==> config.mk <==
export PLATFORM = sky130hd
export DESIGN_NAME = reorder_buffer
export DESIGN_NICKNAME = d
export VERILOG_FILES = /design/src/rtl/reorder_buffer_pkg.sv /design/src/rtl/reorder_buffer_branch_check.sv /design/src/rtl/reorder_buffer.sv
export SDC_FILE = /design/constraint.sdc
export NUM_CORES = 2
export LEC_CHECK = 0
export CAP_MARGIN = 20
export CORE_UTILIZATION = 50
export CTS_BUF_LIST = sky130_fd_sc_hd__clkbuf_8 sky130_fd_sc_hd__clkbuf_16
export DETAILED_ROUTE_END_ITERATION = 8
export PLACE_DENSITY = 0.64
export SYNTH_ARGS = -nofsm -noshare
export SYNTH_HDL_FRONTEND = slang
export SYNTH_HIERARCHICAL = 1
export SYNTH_SLANG_ARGS = --single-unit
==> constraint.sdc <==
create_clock -name clk -period 9.9 [get_ports clk]
set_clock_uncertainty 0.1 [all_clocks]
set_input_delay 2.97 -clock clk [delete_from_list [all_inputs] [get_ports clk]]
set_output_delay 2.97 -clock clk [all_outputs]
set_load 0.005 [all_outputs]
==> src/rtl/reorder_buffer_pkg.sv <==
// reorder_buffer_pkg: ROB sizing, instruction op codes and op-class helpers
package reorder_buffer_pkg;
    localparam int ROB_SIZE     = 16;
    localparam int ROB_SIZE_ARR = ROB_SIZE - 1;
    localparam int ROB_IDX_W    = 4;
    localparam int ROB_CNT_W    = ROB_IDX_W + 1;
    localparam int OPE_WIDTH    = 6;

    localparam logic [OPE_WIDTH-1:0] OP_NOP = 6'd0, OP_LUI = 6'd1, OP_AUIPC = 6'd2, OP_JAL = 6'd3,
        OP_JALR = 6'd4, OP_BEQ = 6'd5, OP_BNE = 6'd6, OP_BLT = 6'd7, OP_BGE = 6'd8, OP_BLTU = 6'd9,
        OP_BGEU = 6'd10, OP_LB = 6'd11, OP_LH = 6'd12, OP_LW = 6'd13, OP_LBU = 6'd14, OP_LHU = 6'd15,
        OP_SB = 6'd16, OP_SH = 6'd17, OP_SW = 6'd18, OP_ADDI = 6'd19, OP_SLTI = 6'd20, OP_SLTIU = 6'd21,
        OP_XORI = 6'd22, OP_ORI = 6'd23, OP_ANDI = 6'd24, OP_SLLI = 6'd25, OP_SRLI = 6'd26,
        OP_SRAI = 6'd27, OP_ADD = 6'd28, OP_SUB = 6'd29, OP_SLL = 6'd30, OP_SLT = 6'd31,
        OP_SLTU = 6'd32, OP_XOR = 6'd33, OP_SRL = 6'd34, OP_SRA = 6'd35, OP_OR = 6'd36, OP_AND = 6'd37;

    typedef struct packed {
        logic                 busy;
        logic                 ready;
        logic [OPE_WIDTH-1:0] typ;
        logic [4:0]           rd;
        logic [31:0]          pc;
        logic                 pred_jump;
        logic [31:0]          value;
        logic                 jump;
        logic [31:0]          pc_next;
    } rob_entry_t;

    function automatic logic is_branch(input logic [OPE_WIDTH-1:0] t);
        return t >= OP_BEQ && t <= OP_BGEU;
    endfunction

    function automatic logic is_store(input logic [OPE_WIDTH-1:0] t);
        return t >= OP_SB && t <= OP_SW;
    endfunction
endpackage

==> src/rtl/reorder_buffer_branch_check.sv <==
// reorder_buffer_branch_check: resolves the retiring control-flow entry into mispredict and redirect pc
module reorder_buffer_branch_check
    import reorder_buffer_pkg::*;
(
    input  logic [OPE_WIDTH-1:0] typ,
    input  logic                 pred_jump,
    input  logic                 jump,
    input  logic [31:0]          pc,
    input  logic [31:0]          pc_next,
    output logic                 mispredict,
    output logic [31:0]          redirect_pc
);
    // JALR targets are never predicted, so it always redirects; JAL is resolved at fetch
    always_comb begin
        mispredict  = is_branch(typ) ? (jump != pred_jump) : (typ == OP_JALR);
        redirect_pc = (is_branch(typ) && !jump) ? pc + 32'd4 : pc_next;
    end
endmodule

==> src/rtl/reorder_buffer.sv <==
// reorder_buffer: circular ROB with in-order retire, CDB capture, operand bypass and commit-time flush
module reorder_buffer
    import reorder_buffer_pkg::*;
(
    input  logic                 clk,
    input  logic                 rst,
    input  logic                 rdy,
    input  logic                 alloc_valid,
    input  logic [OPE_WIDTH-1:0] alloc_type,
    input  logic [4:0]           alloc_rd,
    input  logic [31:0]          alloc_pc,
    input  logic                 alloc_pred_jump,
    output logic [ROB_IDX_W-1:0] alloc_id,
    output logic                 full_rob,
    input  logic [ROB_IDX_W-1:0] query_j_id,
    input  logic [ROB_IDX_W-1:0] query_k_id,
    output logic                 query_j_ready,
    output logic                 query_k_ready,
    output logic [31:0]          query_j_value,
    output logic [31:0]          query_k_value,
    input  logic                 cdb_rs_valid,
    input  logic [ROB_IDX_W-1:0] cdb_rs_rob_id,
    input  logic [31:0]          cdb_rs_value,
    input  logic                 cdb_rs_jump,
    input  logic [31:0]          cdb_rs_pc_next,
    input  logic                 cdb_lsb_valid,
    input  logic [ROB_IDX_W-1:0] cdb_lsb_rob_id,
    input  logic [31:0]          cdb_lsb_value,
    output logic                 commit_valid,
    output logic [4:0]           commit_rd,
    output logic [31:0]          commit_value,
    output logic [ROB_IDX_W-1:0] commit_rob_id,
    output logic                 commit_store,
    output logic                 mispredict,
    output logic [31:0]          redirect_pc
);
    rob_entry_t ent [0:ROB_SIZE_ARR];
    rob_entry_t h;
    logic [ROB_IDX_W-1:0] head, tail;
    logic [ROB_CNT_W-1:0] count;
    logic do_alloc, do_commit, br_mis, flush;
    logic [31:0] br_pc;
    logic rs_j, rs_k, lsb_j, lsb_k;

    assign h         = ent[head];
    assign full_rob  = count == ROB_CNT_W'(ROB_SIZE);
    assign alloc_id  = tail;
    assign do_alloc  = alloc_valid && !full_rob;
    assign do_commit = h.busy && h.ready;
    assign flush     = do_commit && br_mis;

    // same-cycle CDB results bypass the stored value; RS wins over LSB
    assign rs_j  = cdb_rs_valid && cdb_rs_rob_id == query_j_id;
    assign rs_k  = cdb_rs_valid && cdb_rs_rob_id == query_k_id;
    assign lsb_j = cdb_lsb_valid && cdb_lsb_rob_id == query_j_id;
    assign lsb_k = cdb_lsb_valid && cdb_lsb_rob_id == query_k_id;
    assign query_j_ready = ent[query_j_id].ready || rs_j || lsb_j;
    assign query_k_ready = ent[query_k_id].ready || rs_k || lsb_k;
    assign query_j_value = rs_j ? cdb_rs_value : lsb_j ? cdb_lsb_value : ent[query_j_id].value;
    assign query_k_value = rs_k ? cdb_rs_value : lsb_k ? cdb_lsb_value : ent[query_k_id].value;

    reorder_buffer_branch_check u_branch_check (
        .typ        (h.typ),
        .pred_jump  (h.pred_jump),
        .jump       (h.jump),
        .pc         (h.pc),
        .pc_next    (h.pc_next),
        .mispredict (br_mis),
        .redirect_pc(br_pc)
    );

    always_ff @(posedge clk) begin
        if (rst) begin
            for (int i = 0; i < ROB_SIZE; i++) begin
                ent[i].busy  <= 1'b0;
                ent[i].ready <= 1'b0;
            end
            head          <= '0;
            tail          <= '0;
            count         <= '0;
            commit_valid  <= 1'b0;
            commit_store  <= 1'b0;
            commit_rd     <= '0;
            commit_value  <= '0;
            commit_rob_id <= '0;
            mispredict    <= 1'b0;
            redirect_pc   <= '0;
        end else if (!rdy) begin
            commit_valid <= 1'b0;
            commit_store <= 1'b0;
            mispredict   <= 1'b0;
            redirect_pc  <= '0;
        end else begin
            commit_valid <= do_commit && !is_branch(h.typ) && !is_store(h.typ);
            commit_store <= do_commit && is_store(h.typ);
            mispredict   <= flush;
            redirect_pc  <= flush ? br_pc : '0;
            if (do_commit) begin
                commit_rd     <= h.rd;
                commit_value  <= h.value;
                commit_rob_id <= head;
            end
            if (flush) begin
                for (int i = 0; i < ROB_SIZE; i++) begin
                    ent[i].busy  <= 1'b0;
                    ent[i].ready <= 1'b0;
                end
                head  <= '0;
                tail  <= '0;
                count <= '0;
            end else begin
                if (do_alloc)
                    ent[tail] <= '{busy: 1'b1, ready: 1'b0, typ: alloc_type, rd: alloc_rd, pc: alloc_pc,
                                   pred_jump: alloc_pred_jump, value: '0, jump: 1'b0, pc_next: '0};
                if (cdb_rs_valid) begin
                    ent[cdb_rs_rob_id].ready   <= 1'b1;
                    ent[cdb_rs_rob_id].value   <= cdb_rs_value;
                    ent[cdb_rs_rob_id].jump    <= cdb_rs_jump;
                    ent[cdb_rs_rob_id].pc_next <= cdb_rs_pc_next;
                end
                if (cdb_lsb_valid) begin
                    ent[cdb_lsb_rob_id].ready <= 1'b1;
                    ent[cdb_lsb_rob_id].value <= cdb_lsb_value;
                end
                if (do_commit) begin
                    ent[head].busy  <= 1'b0;
                    ent[head].ready <= 1'b0;
                end
                head  <= head + ROB_IDX_W'(do_commit);
                tail  <= tail + ROB_IDX_W'(do_alloc);
                count <= count + ROB_CNT_W'(do_alloc) - ROB_CNT_W'(do_commit);
            end
        end
    end
endmodule
==> impl_metrics.py <==
metrics = {
    "power_and_ir_drop": {
        "finalPower_mw": 17.2,
        "power_density_nw_per_um2": 167,
        "irDropWorstVdd_uv": 147,
        "seqPwrFrac_pct": 50.4,
        "p_switching_mw": 3.86,
        "swShare_pct": 22.4,
        "p_clk_share_pct": 44.4,
        "comb_power_share_pct": 5.2,
        "internal-power_mw": 13.4,
        "p_leak_nw": 30.2,
    },
    "logic_synthesis": {
        "synth_common_cells": "1744 x edfxtp_1, 869 x mux4_2, 563 x and2_1",
        "ys.flop_type": "edfxtp_1",
        "yosysTopAreaCellShare_pct": 57.6,
        "synthArstFlopShare_pct": 0,
        "synth-edff-count": 1744,
        "ys_ff_latch": 1869,
        "seq_area_frac_synth_pct": 60.4,
        "syn_inst": 5368,
        "synthTopCellsByArea": "edfxtp_1 58%, mux4_2 22%, a22o_1 4.7%",
        "syn_nets": 5542,
        "synth_area_per_cell_sq_um": 16.9,
        "synth.distinct_cells": 82,
        "yosysWarnings": 6,
        "synth_area_sq_um": 90900,
        "yosys.area.top_type": "edfxtp_1",
        "yosys.cell_count.top_type": "edfxtp_1",
    },
    "outcome": {
        "outcome": "complete, no violations",
    },
    "clocking": {
        "cts_buffer_depth": 3,
        "clkTransAtPathRegs_ps": 60,
        "cts_sinks": 1869,
        "post_cts_buffers": 0,
        "htree_levels": 4,
        "cts_tree": "yes",
        "cts_buffers": 198,
        "postCtsHoldBufs": 0,
        "insertion_delay_ps": 880,
        "postCtsResizedCells": 0,
        "clock-root-buffer": "clkbuf_16",
    },
    "setup_path": {
        "crit_path_cell_trace": "clkdlybuf4s50_1, xor2_1, nor4_2, buf_4, nand2_1, o21ai_0, clkdlybuf4s50_1",
        "slowest_delay_ps": 730,
        "endpoint_kind": "output port",
        "path_class": "in -> out",
        "slowest_stage": "clkdlybuf4s50_1",
        "crit_path_max_fanout": 36,
        "crit_family": "buffers and inverters",
        "critPathArrivalTime_ps": 5770,
        "cp_common_cell": "clkdlybuf4s50_1",
        "start_kind": "input port",
        "required_ps": 6830,
        "crit_buf_inv": 3,
    },
    "floorplan": {
        "floorplan.die.height_microns": 428,
        "die_w_microns": 428,
        "die-area_sq_um": 184000,
        "ios": 310,
        "core_sq_um": 181000,
        "rows": 156,
        "start_util_pct": 50.3,
    },
    "route": {
        "drcViolationCount": 0,
        "via_count": 56036,
        "ant_nets": 0,
        "dr.pass1.iters": 6,
        "routed_via_density": 6.99,
        "post_drt_wl_per_cell_microns": 37.6,
        "first_iter_violations": 7846,
        "routed_wl_microns": 302000,
    },
    "run": {
        "maxCapViolCount": 0,
    },
    "global_route": {
        "grt_first_pass_wirelength_microns": 424000,
        "grt_max_degree": 102,
        "grt-ovfl-total": 0,
        "first_global_vias": 55609,
        "antenna_found_initial": 41,
        "grt_use_total_pct": 32.8,
    },
    "finish": {
        "final_nets": 5631,
        "final_cells": 8014,
        "syn_to_final_growth_pct": 13.6,
        "drive_above_1_share_pct": 26.3,
    },
    "placement": {
        "io_buffers": 309,
        "placed_cells": 7625,
        "pre_cts_ws_ps": 1010,
        "dp_hpwl_microns": 168000,
        "gp_congestion": 0.903,
    },
    "sta": {
        "fmax_mhz": 113,
        "tns_ps": 0,
        "slew_violations": 0,
        "min_period_ps": 8840,
        "setup_violations": 0,
        "layout_setup_ws_ps": 1060,
        "tightest_slew_ps": 1180,
        "fin_crit_sh_pct": 89.3,
        "rsz0062_at_grt": "false",
        "hold_violations": 0,
        "finalHoldWorstSlack_ps": 362,
        "max_slew_margin_pct": 21.4,
    },
    "hold_path": {
        "hold_path.class": "reg -> reg",
    },
}
==> metrics by stage <==
stage	cell area (sq um)	util [%]
6_report	103000	57.1
5_1_grt	103000	57.1
4_1_cts	103000	57.1
3_5_place_dp	96400	53.4
3_3_place_gp	96400	53.3
2_1_floorplan	90900	-
==> sequential cells by signal, indices dropped and copies added (netlist names), named ones only <==
register / cells
alloc_id: 4
commit_rd: 5
commit_rob_id: 4
commit_store: 1
commit_valid: 1
commit_value: 32
count: 5
ent: 1776
head: 4
mispredict: 1
redirect_pc: 32
==> worst paths after layout <==
kind                         start               end  slack [ps]  cells after the start
setup / recovery  cdb_rs_rob_id[0]  query_j_value[3]        1060                      7
hold / removal        ent[14][110]      ent[14][110]         360                      2
setup reg to reg         flip-flop        ent[5][57]        2410                     12
hold reg to reg       ent[14][110]      ent[14][110]         360                      2
==> power groups by stage <==
| stage | clock [mW] | combinational (mW) | sequential (mW) |
|---|---|---|---|
| after floorplan | 0 | 0.479 | 8.83 |
| after global routing | 8.00 | 0.933 | 8.68 |
| final | 7.65 | 0.895 | 8.68 |
| after CTS | 7.70 | 0.885 | 8.68 |
| after detailed placement | 0 | 0.883 | 8.85 |
| after global placement | 0 | 0.872 | 8.84 |
==> cells in the final DEF (no fill, tap or decap), drive strengths merged, types with 32 or more instances in the layout <==
| cell type | count |
|---|---|
| nand3 | 36 |
| clkinv | 89 |
| nand2 | 264 |
| a21oi | 86 |
| mux4 | 869 |
| and2 | 564 |
| buf | 187 |
| mux2i | 65 |
| edfxtp | 1744 |
| clkdlybuf4s50 | 301 |
| clkbuf | 207 |
| nor3 | 32 |
| a22o | 489 |
| dfxtp | 125 |
| inv | 74 |
| o21ai | 151 |
| a31oi | 33 |
==> logic make-up (layout without fill, tap and decap cells) <==
| logic type | Yosys count | after routing | synth area share [%] |
|---|---|---|---|
| AOI/OAI and AO/OA | 825 | 825 | 7.12 |
| xor gates and xnor gates | 38 | 38 | 0.366 |
| adders and majority gates | 11 | 11 | 0.160 |
| buffers and inverters | 627 | 890 | 3.03 |
| DFF | 1869 | 1869 | 60.4 |
| muxes | 945 | 945 | 22.4 |
| other | 0 | 13 | 0 |
| and+or+nand+nor | 1053 | 1053 | 6.57 |
==> worst register-to-register path: stages, from the launching register on <==
cell	delay [ps]
dfxtp_4	1030
buf_4	810
mux4_2	460
mux4_2	590
xnor2_1	170
o32a_1	170
nor3_2	230
buf_4	650
inv_1	420
o21ai_0	530
clkinv_2	540
or3_2	1000
buf_4	450
==> per-layer routing <==
| layer | GRT usage [%] | vias to the layer above | part of all wire [%] |
|---|---|---|---|
| li1 | - | 22066 | - |
| met1 | 42.0 | 29229 | 36 |
| met2 | 52.4 | 3748 | 48 |
| met3 | 7.75 | 949 | 11 |
| met4 | 16.8 | 44 | 5.8 |
| met5 | 0 | - | 0.090 |
==> area by class of cell <==
cell class	instances	area [sq um]
fill	13693	77500
sequential	1869	54900
multi-input combinational	2872	33800
clock buffer	207	5080
timing repair buffer	488	4650
tap	2370	2970
clock inverter	167	1660
inverter	28	116
antenna	13	32.5
No activity file was read; power rests on OpenSTA's default activity.
